`src/rtl/multi_channel_pulse_timer_pkg.sv`:
```
// Shared state encodings for the multi-channel pulse timer.
package pulse_timer_pkg;

  typedef logic [1:0] state_t;

  localparam state_t ST_IDLE     = 2'b00;
  localparam state_t ST_COUNTING = 2'b10;
  localparam state_t ST_STAND    = 2'b01;
  localparam state_t ST_DONE     = 2'b11;

endpackage

```
`src/rtl/multi_channel_pulse_timer_channel.sv`:
```
// One pulse timer channel: rising-edge controls, limit compare, one-shot/periodic reload.
// PULSE_TIMER_SATURATE_EN makes the counter hold at all-ones instead of wrapping.
//
// state    | meaning
// IDLE     | count parked at INIT_VALUE, waiting for start
// COUNTING | count advances on tick, compared against limit
// STAND    | paused, count held, start resumes without reload
// DONE     | one-shot finished, count held at limit
module pulse_timer_channel
  import pulse_timer_pkg::*;
#(
  parameter int unsigned           WIDTH      = 16,
  parameter logic [WIDTH-1:0]      INIT_VALUE = '0
) (
  input  logic             clk,
  input  logic             rst,
  input  logic             tick,
  input  logic             start,
  input  logic             stand,
  input  logic             reset_req,
  input  logic [WIDTH-1:0] limit,
  input  logic             periodic,
  output logic [WIDTH-1:0] count,
  output logic             done,
  output logic             busy
);

  logic             start_d, stand_d, reset_d;
  logic             start_e, stand_e, reset_e;
  state_t           state, state_n;
  logic [WIDTH-1:0] count_n, count_inc;
  logic             done_n;

  // Delay regs come out of reset high so a line held through reset cannot fire.
  assign start_e = start & ~start_d;
  assign stand_e = stand & ~stand_d;
  assign reset_e = reset_req & ~reset_d;

`ifdef PULSE_TIMER_SATURATE_EN
  assign count_inc = (count == '1) ? count : count + 1'b1;
`else
  assign count_inc = count + 1'b1;
`endif

  always_comb begin
    state_n = state;
    count_n = count;
    done_n  = 1'b0;
    case (state)
      ST_IDLE: begin
        count_n = INIT_VALUE;
        if (reset_e)      state_n = ST_IDLE;
        else if (start_e) state_n = ST_COUNTING;
        else if (stand_e) state_n = ST_STAND;
      end
      ST_COUNTING: begin
        if (reset_e) begin
          state_n = ST_IDLE;
          count_n = INIT_VALUE;
        end else if (stand_e) begin
          state_n = ST_STAND;
        end else if (tick) begin
          if (count == limit) begin
            done_n = 1'b1;
            if (periodic) count_n = INIT_VALUE;
            else          state_n = ST_DONE;
          end else begin
            count_n = count_inc;
          end
        end
      end
      ST_STAND: begin
        if (reset_e) begin
          state_n = ST_IDLE;
          count_n = INIT_VALUE;
        end else if (start_e) begin
          state_n = ST_COUNTING;
        end
      end
      default: begin
        if (reset_e) begin
          state_n = ST_IDLE;
          count_n = INIT_VALUE;
        end else if (start_e) begin
          state_n = ST_COUNTING;
          count_n = INIT_VALUE;
        end
      end
    endcase
  end

  always_ff @(posedge clk) begin
    if (rst) begin
      start_d <= 1'b1;
      stand_d <= 1'b1;
      reset_d <= 1'b1;
      state   <= ST_IDLE;
      count   <= INIT_VALUE;
      done    <= 1'b0;
      busy    <= 1'b0;
    end else begin
      start_d <= start;
      stand_d <= stand;
      reset_d <= reset_req;
      state   <= state_n;
      count   <= count_n;
      done    <= done_n;
      busy    <= (state_n == ST_COUNTING);
    end
  end

endmodule

```
`src/rtl/multi_channel_pulse_timer.sv`:
```
// NUM_CH independent pulse timers sharing one tick; buses packed channel i at [i*WIDTH +: WIDTH].
// Optional saturation build: PULSE_TIMER_SATURATE_EN.
module multi_channel_pulse_timer
  import pulse_timer_pkg::*;
#(
  parameter int unsigned NUM_CH     = 4,
  parameter int unsigned WIDTH      = 16,
  parameter int unsigned INIT_VALUE = 0
) (
  input  logic                    clk,
  input  logic                    rst,
  input  logic                    tick,
  input  logic [NUM_CH-1:0]       timer_start,
  input  logic [NUM_CH-1:0]       timer_stand,
  input  logic [NUM_CH-1:0]       timer_reset,
  input  logic [NUM_CH*WIDTH-1:0] timer_limit,
  input  logic [NUM_CH-1:0]       timer_periodic,
  output logic [NUM_CH*WIDTH-1:0] output_timer,
  output logic [NUM_CH-1:0]       timer_done,
  output logic [NUM_CH-1:0]       timer_busy
);

  for (genvar i = 0; i < NUM_CH; i++) begin : g_ch
    pulse_timer_channel #(
      .WIDTH      (WIDTH),
      .INIT_VALUE (WIDTH'(INIT_VALUE))
    ) u_ch (
      .clk       (clk),
      .rst       (rst),
      .tick      (tick),
      .start     (timer_start[i]),
      .stand     (timer_stand[i]),
      .reset_req (timer_reset[i]),
      .limit     (timer_limit[i*WIDTH +: WIDTH]),
      .periodic  (timer_periodic[i]),
      .count     (output_timer[i*WIDTH +: WIDTH]),
      .done      (timer_done[i]),
      .busy      (timer_busy[i])
    );
  end

endmodule

```
`config.mk`:
```
export PLATFORM = sky130hd
export DESIGN_NAME = multi_channel_pulse_timer
export DESIGN_NICKNAME = d
export VERILOG_FILES = /design/src/rtl/multi_channel_pulse_timer_pkg.sv /design/src/rtl/multi_channel_pulse_timer_channel.sv /design/src/rtl/multi_channel_pulse_timer.sv
export SDC_FILE = /design/constraint.sdc
export NUM_CORES = 1
export LEC_CHECK = 0
export CAP_MARGIN = 30
export CORE_ASPECT_RATIO = 1.1
export CORE_MARGIN = 2
export CORE_UTILIZATION = 50
export CTS_BUF_LIST = sky130_fd_sc_hd__clkbuf_4
export DETAILED_ROUTE_END_ITERATION = 8
export PLACE_DENSITY = 0.92
export SYNTH_ARGS = -nofsm -noshare
export SYNTH_HDL_FRONTEND = slang
export SYNTH_SLANG_ARGS = --single-unit
```
`constraint.sdc`:
```
create_clock -name clk -period 3 [get_ports clk]
set_input_delay 0.45 -clock clk [delete_from_list [all_inputs] [get_ports clk]]
set_output_delay 0.45 -clock clk [all_outputs]
set_load 0.05 [all_outputs]
```
**Word-level counts from Yosys, hierarchy flattened**

Cells that the tools add are included.

- Logic and storage cells: 193
- Memory bits (writable): 0
- Bits of input ports: 83
- Register bits after elaboration: 92
- Memories: 0
- ROM bits: 0
- Bits in latches: 0

- Div/mod/pow operators: 0
- Multipliers: 0
- Reduce and logical (&&, ||, !) cells: 16
- Mux-type cells: 84
- Bitwise operators: 29
- Magnitude comparators: 0
- $add $sub $neg: 4
- Shift-type cells: 0
- Equality and inequality tests: 32

Operators with widths:

| kind | count |
|---|---|
| $mux W16 | 32 |
| $pmux W16 S3 | 4 |
| $mux W2 | 40 |
| $add A16 B1 Y16 const B | 4 |
| $eq A16 B16 Y1 | 4 |
| $reduce_and A5 Y1 | 4 |
| $reduce_or A5 Y1 | 4 |
| $not A1 Y1 | 17 |
| $eq A2 B2 Y1 const B | 8 |
| $ne A4 B3 Y1 const B | 4 |
| $pmux W2 S2 | 4 |
| $reduce_bool A4 Y1 | 4 |
| $and A1 B1 Y1 | 12 |
| $ne A3 B2 Y1 const B | 4 |
| $ne A3 B3 Y1 const B | 4 |
| $eq A2 B1 Y1 const B | 4 |
| $logic_not A2 Y1 | 4 |
| $ne A2 B1 Y1 const B | 4 |
| $mux W1 | 4 |

**Logic depth before layout (Yosys ltp)**

Gate-level depths: netlist (run 1).

- Depth after elaboration: 7
- Gate-level depth with buffers: 9
- Mapped depth without buffers: 7

**By module**

A second synthesis (run 1) with hierarchy kept.

- Cell total of the unflattened synthesis: 615
- Area total of the unflattened synthesis: 5,217.5 µm²

By module, submodules not included:

| module | area each (µm²) | cells each | seq. area each (µm²) | times used |
|---|---|---|---|---|
| pulse_timer_channel at g_ch[1].u_ch ... | 1,287.5 | 154 | 460.4 | 2 |
| pulse_timer_channel at g_ch[3].u_ch | 1,356.3 | 152 | 460.4 | 1 |
| pulse_timer_channel at g_ch[0].u_ch | 1,286.2 | 155 | 460.4 | 1 |

**Worst setup path before layout (run 1)**

OpenSTA, ideal clock, no wires.

- Path kind: register -> register
- Start point: register g_ch[0].u_ch.count[9]
- End point: register g_ch[0].u_ch.busy
- Buffers on the path: 0
- Arrival: 2,189 ps
- Slack: 695 ps
- Cell stages (with the launch flop): 7
- Period minus slack after synthesis: 2,305 ps
- Cell sequence: dfxtp_1 -> xor2_1 -> nor4_2 -> nand4_2 -> o31a_1 -> or4_1 -> and3_1

- Longest elaborated chain between the ends: 7

RTL lines:

| item | line | text |
|---|---|---|
| start: declaration | multi_channel_pulse_timer_channel.sv:23 | `output logic [WIDTH-1:0] count,` |
| start signal: assignment | multi_channel_pulse_timer_channel.sv:106 | `count <= count_n;` |
| $eq A16 B16 Y1 | multi_channel_pulse_timer_channel.sv:63 | `if (count == limit) begin` |
| $mux W2 | multi_channel_pulse_timer_channel.sv:63 |  |
| $mux W2 | multi_channel_pulse_timer_channel.sv:62 | `end else if (tick) begin` |
| $mux W2 | multi_channel_pulse_timer_channel.sv:60 | `end else if (stand_e) begin` |
| $mux W2 | multi_channel_pulse_timer_channel.sv:57 | `if (reset_e) begin` |
| $pmux W2 S2 | multi_channel_pulse_timer_channel.sv:49 | `case (state)` |
| $eq A2 B2 Y1 | multi_channel_pulse_timer_channel.sv:108 | `busy <= (state_n == ST_COUNTING);` |
| end signal: assignment | multi_channel_pulse_timer_channel.sv:108 |  |
| end: declaration | multi_channel_pulse_timer_channel.sv:25 | `output logic busy` |

Every way passes these cells.
A chain may end at the register's enable or synchronous reset.

**Worst setup path in the final report (run 1)**

- Start point: register g_ch[1].u_ch.count[6]
- End point: output port output_timer[22]

RTL lines:

| item | line | text |
|---|---|---|
| start: declaration | multi_channel_pulse_timer_channel.sv:23 |  |
| start signal: assignment | multi_channel_pulse_timer_channel.sv:106 |  |
| end: declaration | multi_channel_pulse_timer.sv:18 | `output logic [NUM_CH*WIDTH-1:0] output_timer,` |

No word-level cell between the ends.

==> results of run 1 <==
[final cells by class]
class | count | area [um^2]
clock buffers | 9 | 67.6
multi-input cells | 495 | 3250
fillers | 807 | 3290
clock inverters | 7 | 66.3
well taps | 143 | 179
inverters | 21 | 78.8
repair buffers | 164 | 1620
flip-flops and latches | 92 | 1840
[cell families after synthesis]
kind of cell             after synthesis  synth area share
multiplexers                           4           0.00799
adder cells (fa/ha/maj)                4           0.00940
XOR/XNOR                              74             0.122
AO/OA/AOI/OAI                        145             0.182
AND/OR/NAND/NOR                      268             0.289
buffers and inverters                 49            0.0439
flip-flops                            92             0.346
[metal layers]
metal / wire length [um] / up-vias / GRT usage
li1: - / 2638 / -
met1: 6030 / 2568 / 0.302
met2: 7670 / 225 / 0.456
met3: 777 / 36 / 0.0349
met4: 301 / 0 / 0.0836
met5: 0 / - / 0
[path summary, 6_finish.rpt]
path                                        from                                   to  slack [ps]  cells past startpoint
max reg2reg   g_ch[3].u_ch.count[7]$_SDFFE_PP0P_   g_ch[3].u_ch.count[5]$_SDFFE_PP0P_         720                      7
min reg2reg  g_ch[3].u_ch.count[15]$_SDFFE_PP0P_  g_ch[3].u_ch.count[15]$_SDFFE_PP0P_         530                      2
min          g_ch[3].u_ch.count[15]$_SDFFE_PP0P_  g_ch[3].u_ch.count[15]$_SDFFE_PP0P_         530                      2
max           g_ch[1].u_ch.count[6]$_SDFFE_PP0P_                     output_timer[22]         600                      1
[cells in the final DEF, fill, tap and decap left out, types with 3 or more instances in the layout]
cell,n
clkdlybuf4s50_1,154
dfxtp_1,92
a21oi_1,46
nand2_1,40
xnor2_1,39
nor2_1,37
xor2_1,35
nand3_1,32
or3_1,22
inv_1,20
nand4_1,19
or4_1,18
nor3_1,16
o21ai_0,14
or2_2,13
nor2b_1,12
o211ai_1,11
nand2b_1,10
o31ai_1,10
o21ai_1,10
buf_4,10
clkbuf_4,9
and4_1,8
and3_1,8
a211oi_1,7
nor4_1,6
and2_1,6
a31oi_1,5
nor4_2,5
nand3b_1,4
a21o_1,4
o31a_1,4
ha_1,4
o21a_1,3
[registers in the layout (all words and copies together), names as in the netlist]
name / count
g_ch.u_ch.reset_d: 4
g_ch.u_ch.start_d: 4
g_ch.u_ch.done: 4
g_ch.u_ch.busy: 4
g_ch.u_ch.count: 64
g_ch.u_ch.stand_d: 4
g_ch.u_ch.state: 8
[where the power goes]
group	internal, mW	switching, mW
clock	0.250	0.433
combinational	0.177	0.156
sequential	1.24	0.0155
[through the flow]
step | utilization | hold slack [ps] | cell area, um^2 | instances | power, mW
global placement | 0.670 | 494 | 6970 | 915 | 1.60
detailed placement | 0.670 | 507 | 6970 | 915 | 1.61
CTS | 0.683 | 528 | 7100 | 931 | 2.28
floorplan | - | 509 | 5330 | 636 | 1.44
global route | 0.683 | 549 | 7100 | 931 | 2.36
finish | 0.683 | 529 | 7100 | 931 | 2.27
==> impl_summary.log, run 1 <==
[metrics] run status: finished, final reports clean
[metrics] setup TNS: 0 ps
[metrics] Resized cells post-CTS: 0
[metrics] level count of the clock H-tree: 3
[metrics] buffer and inverter count on the worst path: 1
[metrics] total number of clock tree sinks: 92
[metrics] leakage power figure: 2.40 nW
[metrics] Mapped Avg Cell Area: about 8.4 um^2
[metrics] post-route clock period utilization: 0.798
[metrics] syn_nets: around 720
[metrics] overall die height: between 100 and 150 um
[metrics] Reg clk slew, reported paths: about 140 ps
[metrics] number of design rule violations left after detail routing: 0
[metrics] max-slew violation total from the final report: 0
[metrics] number of detailed-routing iterations run before antenna repair: 6
[metrics] worst rel slew slack: 0.598
[metrics] Distinct cells, synth: 70
[metrics] Synth-to-Final Area Change: 33.3%
[metrics] class of the tightest hold or removal check: register to register
[metrics] number of enable flip-flop cells after synthesis: 0
[metrics] pin count of the biggest net entering global routing: 27
[metrics] clk root buf: clkbuf_4
[metrics] ordered list of cells on the worst path: clkdlybuf4s50_1
[metrics] initial core utilization: 0.512
[metrics] clock buffer depth: 2
[metrics] slew of the pin with the lowest slew margin: about 600 ps
[metrics] final worst-path setup slack: between 600 and 700 ps
[metrics] via count: approximately 5,500
[metrics] GRT Overall Usage: 0.252
[metrics] Worst EP required: between 2000 and 3000 ps
[metrics] Std-Cell Rows: 39
[metrics] count of boundary I/O pins: between 150 and 200
[metrics] Worst setup EP type: primary output
[metrics] Die W: just over 100 um
[metrics] Yosys reg bits: 92
[metrics] Core ar.: about 10,000 um^2
[metrics] floorplan die area: 11,500 um^2
[metrics] final setup violating endpoints: 0
[metrics] number of nets with antenna violations after detailed routing: 0
[metrics] instance count of the mapped netlist: roughly 640
[metrics] port buffer count: 154
[metrics] Crit path arrival time: 1950 ps
[metrics] Hold Violations, Final: 0
[metrics] TritonCTS clock tree: done
[metrics] maximum frequency from static timing analysis: between 400 and 500 MHz
[metrics] number of antenna violations at the first check in global routing: 0
[metrics] Main synth FF type: dfxtp_1
[metrics] Max stage delay on crit path: 890 ps
[metrics] crit path max fanout: 12
[metrics] routed wire length: approximately 15,000 um
[metrics] clock buffer count from CTS: 9
[metrics] Power per Cell Area: 320 nW/um^2
[metrics] Post-DP HPWL: 11,400 um
[metrics] portion of the post-synthesis area used by sequential elements: 0.346
[metrics] clock latency on the worst-skew pair: around 450 ps
[metrics] Post-Synthesis Cell Area: between 5000 and 6000 um^2
[metrics] CP startpoint kind: register
[metrics] cell type of the slowest stage on the worst timing path: clkdlybuf4s50_1
[metrics] share of final-layout standard cells stronger than drive strength 1: 0.0660
[metrics] wire length per cell after detailed routing: 15.9 um
[metrics] asr flop ratio synth: 0
[metrics] number of buffers inserted by hold repair at cts: 0
[metrics] ANT cells: 0
[metrics] number of warnings reported in the yosys synthesis log: 0
[metrics] largest clock skew in the final design: about 27 ps
[metrics] residual overflow from global routing: 0
[metrics] postcts setup bufs: 0
[metrics] list of most frequent post-synthesis cells: 92 x dfxtp_1, 46 x a21oi_1, 40 x nand2_1
[metrics] synth top area cells: dfxtp_1 35%, xnor2_1 6.4%, xor2_1 5.8%
[metrics] Detailed Route Iter0 Violations: roughly 270
[metrics] Final Critical Period: between 2000 and 2500 ps
[metrics] first-pass GRT wire length: ~24,000 um
[metrics] dpl ws: approximately 280 ps
[metrics] post-layout net count: 870
[metrics] critical path class: register to primary output
[metrics] count of max-cap constraint violations: 0
[metrics] leading cell type by number of instances after synthesis: dfxtp_1
[metrics] setup repair after global routing missed its margin: false
[metrics] maximum vdd drop: about 0.00025 V
[metrics] weighted congestion reported at the end of routability-driven placement: 0.861
[metrics] via count of the first global-routing pass: around 5,300
[metrics] gate family responsible for the most delay along the worst path: buffers and inverters
[metrics] dominant cell type by area after synthesis: dfxtp_1
[metrics] vias per std cell: approximately 5.9
[metrics] Yosys top cell area share: 0.346
Power figures use the tool's default switching activity.
==> run 2: changes to the inputs <==
Settings changed: CORE_UTILIZATION 50 to 45, PLACE_DENSITY 0.92 to 0.88.
Clock period 3 ns to 2 ns, I/O delays scaled along.
==> run 2 against run 1 <==
The flow now finishes with violations (negative setup slack). Critical path depth rose by 5. Critical endpoint is now g_ch[0].u_ch.busy$_SDFF_PP0_. Sequential power rose by 47%. Hold slack got worse by 98 ps. Highest routed layer unchanged. Routed wire length rose by 14%. Non-clock buffer count rose by 83.
==> impl_summary.log, run 2 (synthesized netlist as in run 1, its figures left out) <==
[metrics] clk root buf: clkbuf_4
[metrics] total number of clock tree sinks: approximately 90
[metrics] number of nets with antenna violations after detailed routing: 0
[metrics] Max stage delay on crit path: 440 ps
[metrics] cell type of the slowest stage on the worst timing path: or4_4
[metrics] Crit path arrival time: approximately 2500 ps
[metrics] FF-to-FF setup slack: -70 ps
[metrics] Synth-to-Final Area Change: 53.2%
[metrics] power after layout: between 3 and 4 mW
[metrics] routed wire length: roughly 17,000 um
[metrics] CP startpoint kind: register
[metrics] Reg clk slew, reported paths: between 150 and 200 ps
[metrics] Final Critical Period: approximately 2100 ps
[metrics] residual overflow from global routing: 0
[metrics] number of antenna violations at the first check in global routing: 0
[metrics] Std-Cell Rows: just over 40
[metrics] post-route clock period utilization: 1.04
[metrics] commonest cells after routing, fill and taps aside: 88 x clkdlybuf4s50_1, 88 x buf_4, 44 x a21oi_1, 42 x dfxtp_2, 41 x dlygate4sd2_1
[metrics] buffer and inverter count on the worst path: 0
[metrics] vias per std cell: ~5.8
[metrics] maximum frequency from static timing analysis: 483 MHz
[metrics] floorplan die area: ~13,000 um^2
[metrics] count of max-cap constraint violations: 0
[metrics] Worst EP required: 2390 ps
[metrics] Largest register FFs: 64
[metrics] switch share: 0.265
[metrics] slew of the pin with the lowest slew margin: between 500 and 600 ps
[metrics] maximum vdd drop: approximately 0.00025 V
[metrics] critical path class: register to register
[metrics] run status: complete, but fails checks
[metrics] largest reg by FF count: g_ch.u_ch.count
[metrics] setup repair after global routing missed its margin: true
[metrics] Core ar.: ~11,000 um^2
[metrics] design internal power: approximately 2.7 mW
[metrics] logic gate share of total power: 0.165
[metrics] post-layout util: 0.710
[metrics] final worst-path setup slack: -72.5 ps
[metrics] Detailed Route Iter0 Violations: about 250
[metrics] worst rel slew slack: 0.634
[metrics] net switching power of the design: ~0.96 mW
[metrics] Top Registers: g_ch.u_ch.count (64), g_ch.u_ch.state (8)
[metrics] failing checks: negative setup slack
[metrics] count of boundary I/O pins: 155
[metrics] clock latency on the worst-skew pair: around 470 ps
[metrics] share of final-layout standard cells stronger than drive strength 1: 0.281
[metrics] largest clock skew in the final design: approximately 16 ps
[metrics] number of design rule violations left after detail routing: 0
[metrics] level count of the clock H-tree: 3
[metrics] port buffer count: approximately 150
[metrics] part of the total power dissipated in the clock network: 0.324
[metrics] crit path max fanout: 2
[metrics] via count: slightly below 6,000
[metrics] sequential cell fraction of total power: 0.511
[metrics] initial core utilization: 0.464
[metrics] number of detailed-routing iterations run before antenna repair: 5
[metrics] Worst setup EP type: register
[metrics] ANT cells: 0
[metrics] via count of the first global-routing pass: around 5,700
[metrics] post-layout net count: around 950
[metrics] Hold Violations, Final: 0
[metrics] max-slew violation total from the final report: 0
[metrics] wire length per cell after detailed routing: around 16 um
[metrics] leakage power figure: around 3.6 nW
[metrics] weighted congestion reported at the end of routability-driven placement: between 0.8 and 0.9
[metrics] first-pass GRT wire length: 26,000 um
[metrics] TritonCTS clock tree: done
[metrics] ordered list of cells on the worst path: xor2_1 > nor4_2 > nand4_2 > o31a_1 > or4_4 > and3_4
[metrics] number of instances in the placed design: approximately 1,000
[metrics] final setup violating endpoints: 3
[metrics] Post-DP HPWL: between 10,000 and 15,000 um
[metrics] gate family responsible for the most delay along the worst path: simple AND/OR/NAND/NOR gates
[metrics] pin count of the biggest net entering global routing: 17
[metrics] clock buffer count from CTS: 9
[metrics] non-filler cells in the finished layout: between 1,000 and 1,500
[metrics] Power per Cell Area: ~440 nW/um^2
[metrics] GRT Overall Usage: 0.249
[metrics] class of the tightest hold or removal check: input port to register
[metrics] worst hold slack across all endpoints: ~430 ps
[metrics] clock buffer depth: 2
[metrics] number of buffers inserted by hold repair at cts: 0
[metrics] dpl ws: -447 ps
[metrics] overall die height: between 100 and 150 um
[metrics] Die W: 108 um
run 2: cell types whose count changed in the layout (fill, tap and decap cells not counted), moves of 4 or more:
cell	previous run	this run
buf_4	10	88
buf_6	0	4
clkdlybuf4s50_1	154	88
dfxtp_1	92	27
dfxtp_2	0	42
dfxtp_4	0	23
dlygate4sd2_1	0	41
dlymetal6s2s_1	0	25
nor4_1	6	2
or4_1	18	13
or4_4	0	5
xor2_1	35	27
xor2_2	0	8
run 2: per-layer routing:
metal / share of wire / track usage / up-vias
met1: 0.40 / 0.289 / 2810
met5: 0 / 0 / -
li1: - / - / 2802
met3: 0.055 / 0.0404 / 47
met4: 0.029 / 0.110 / 0
met2: 0.51 / 0.443 / 215
run 2: repair_timing:
| action | 4_1_cts | 5_1_grt |
|---|---|---|
| endpoints found under the hold margin | 0 | 0 |
| endpoints found under the setup margin | 47 | 82 |
| pin swaps | 0 | 20 |
| buffers inserted | 0 | 9 |
| gates resized for setup | 43 | 83 |
| cloned | 0 | 1 |
run 2: path summary, 6_finish.rpt:
check,cells past startpoint,to,start
worst max-delay path,6,g_ch[0].u_ch.busy$_SDFF_PP0_,g_ch[0].u_ch.count[5]$_SDFFE_PP0P_
worst min-delay path,2,g_ch[0].u_ch.start_d$_SDFF_PP1_,timer_start[0]
worst max register to register,6,g_ch[0].u_ch.busy$_SDFF_PP0_,g_ch[0].u_ch.count[5]$_SDFFE_PP0P_
worst min register to register,2,g_ch[1].u_ch.count[15]$_SDFFE_PP0P_,g_ch[1].u_ch.count[15]$_SDFFE_PP0P_
run 2: per-stage QoR:
step                      cell area, um^2  setup TNS [ps]
after floorplan                      5480           -63.3
after global placement               7670          -17090
after detailed placement             7670          -21670
after CTS                            7790           -16.8
after global routing                 8160           -1090
final                                8160            -115
run 2: power groups by stage:
stage	clock (mW)	sequential (mW)	combinational [mW]
floorplan	0	1.91	0.230
global placement	0	1.90	0.541
detailed placement	0	1.90	0.560
CTS	1.19	1.86	0.560
global route	1.26	1.86	0.639
finish	1.17	1.85	0.597
run 2: area by class of cell:
class / instances / area, um^2
Inverter: 21 / 78.8
Fill cell: 881 / 3330
Sequential cell: 92 / 1980
Clock inverter: 7 / 90.1
Multi-Input combinational cell: 495 / 3480
Clock buffer: 9 / 67.6
Timing Repair Buffer: 247 / 2280
Tap cell: 150 / 188
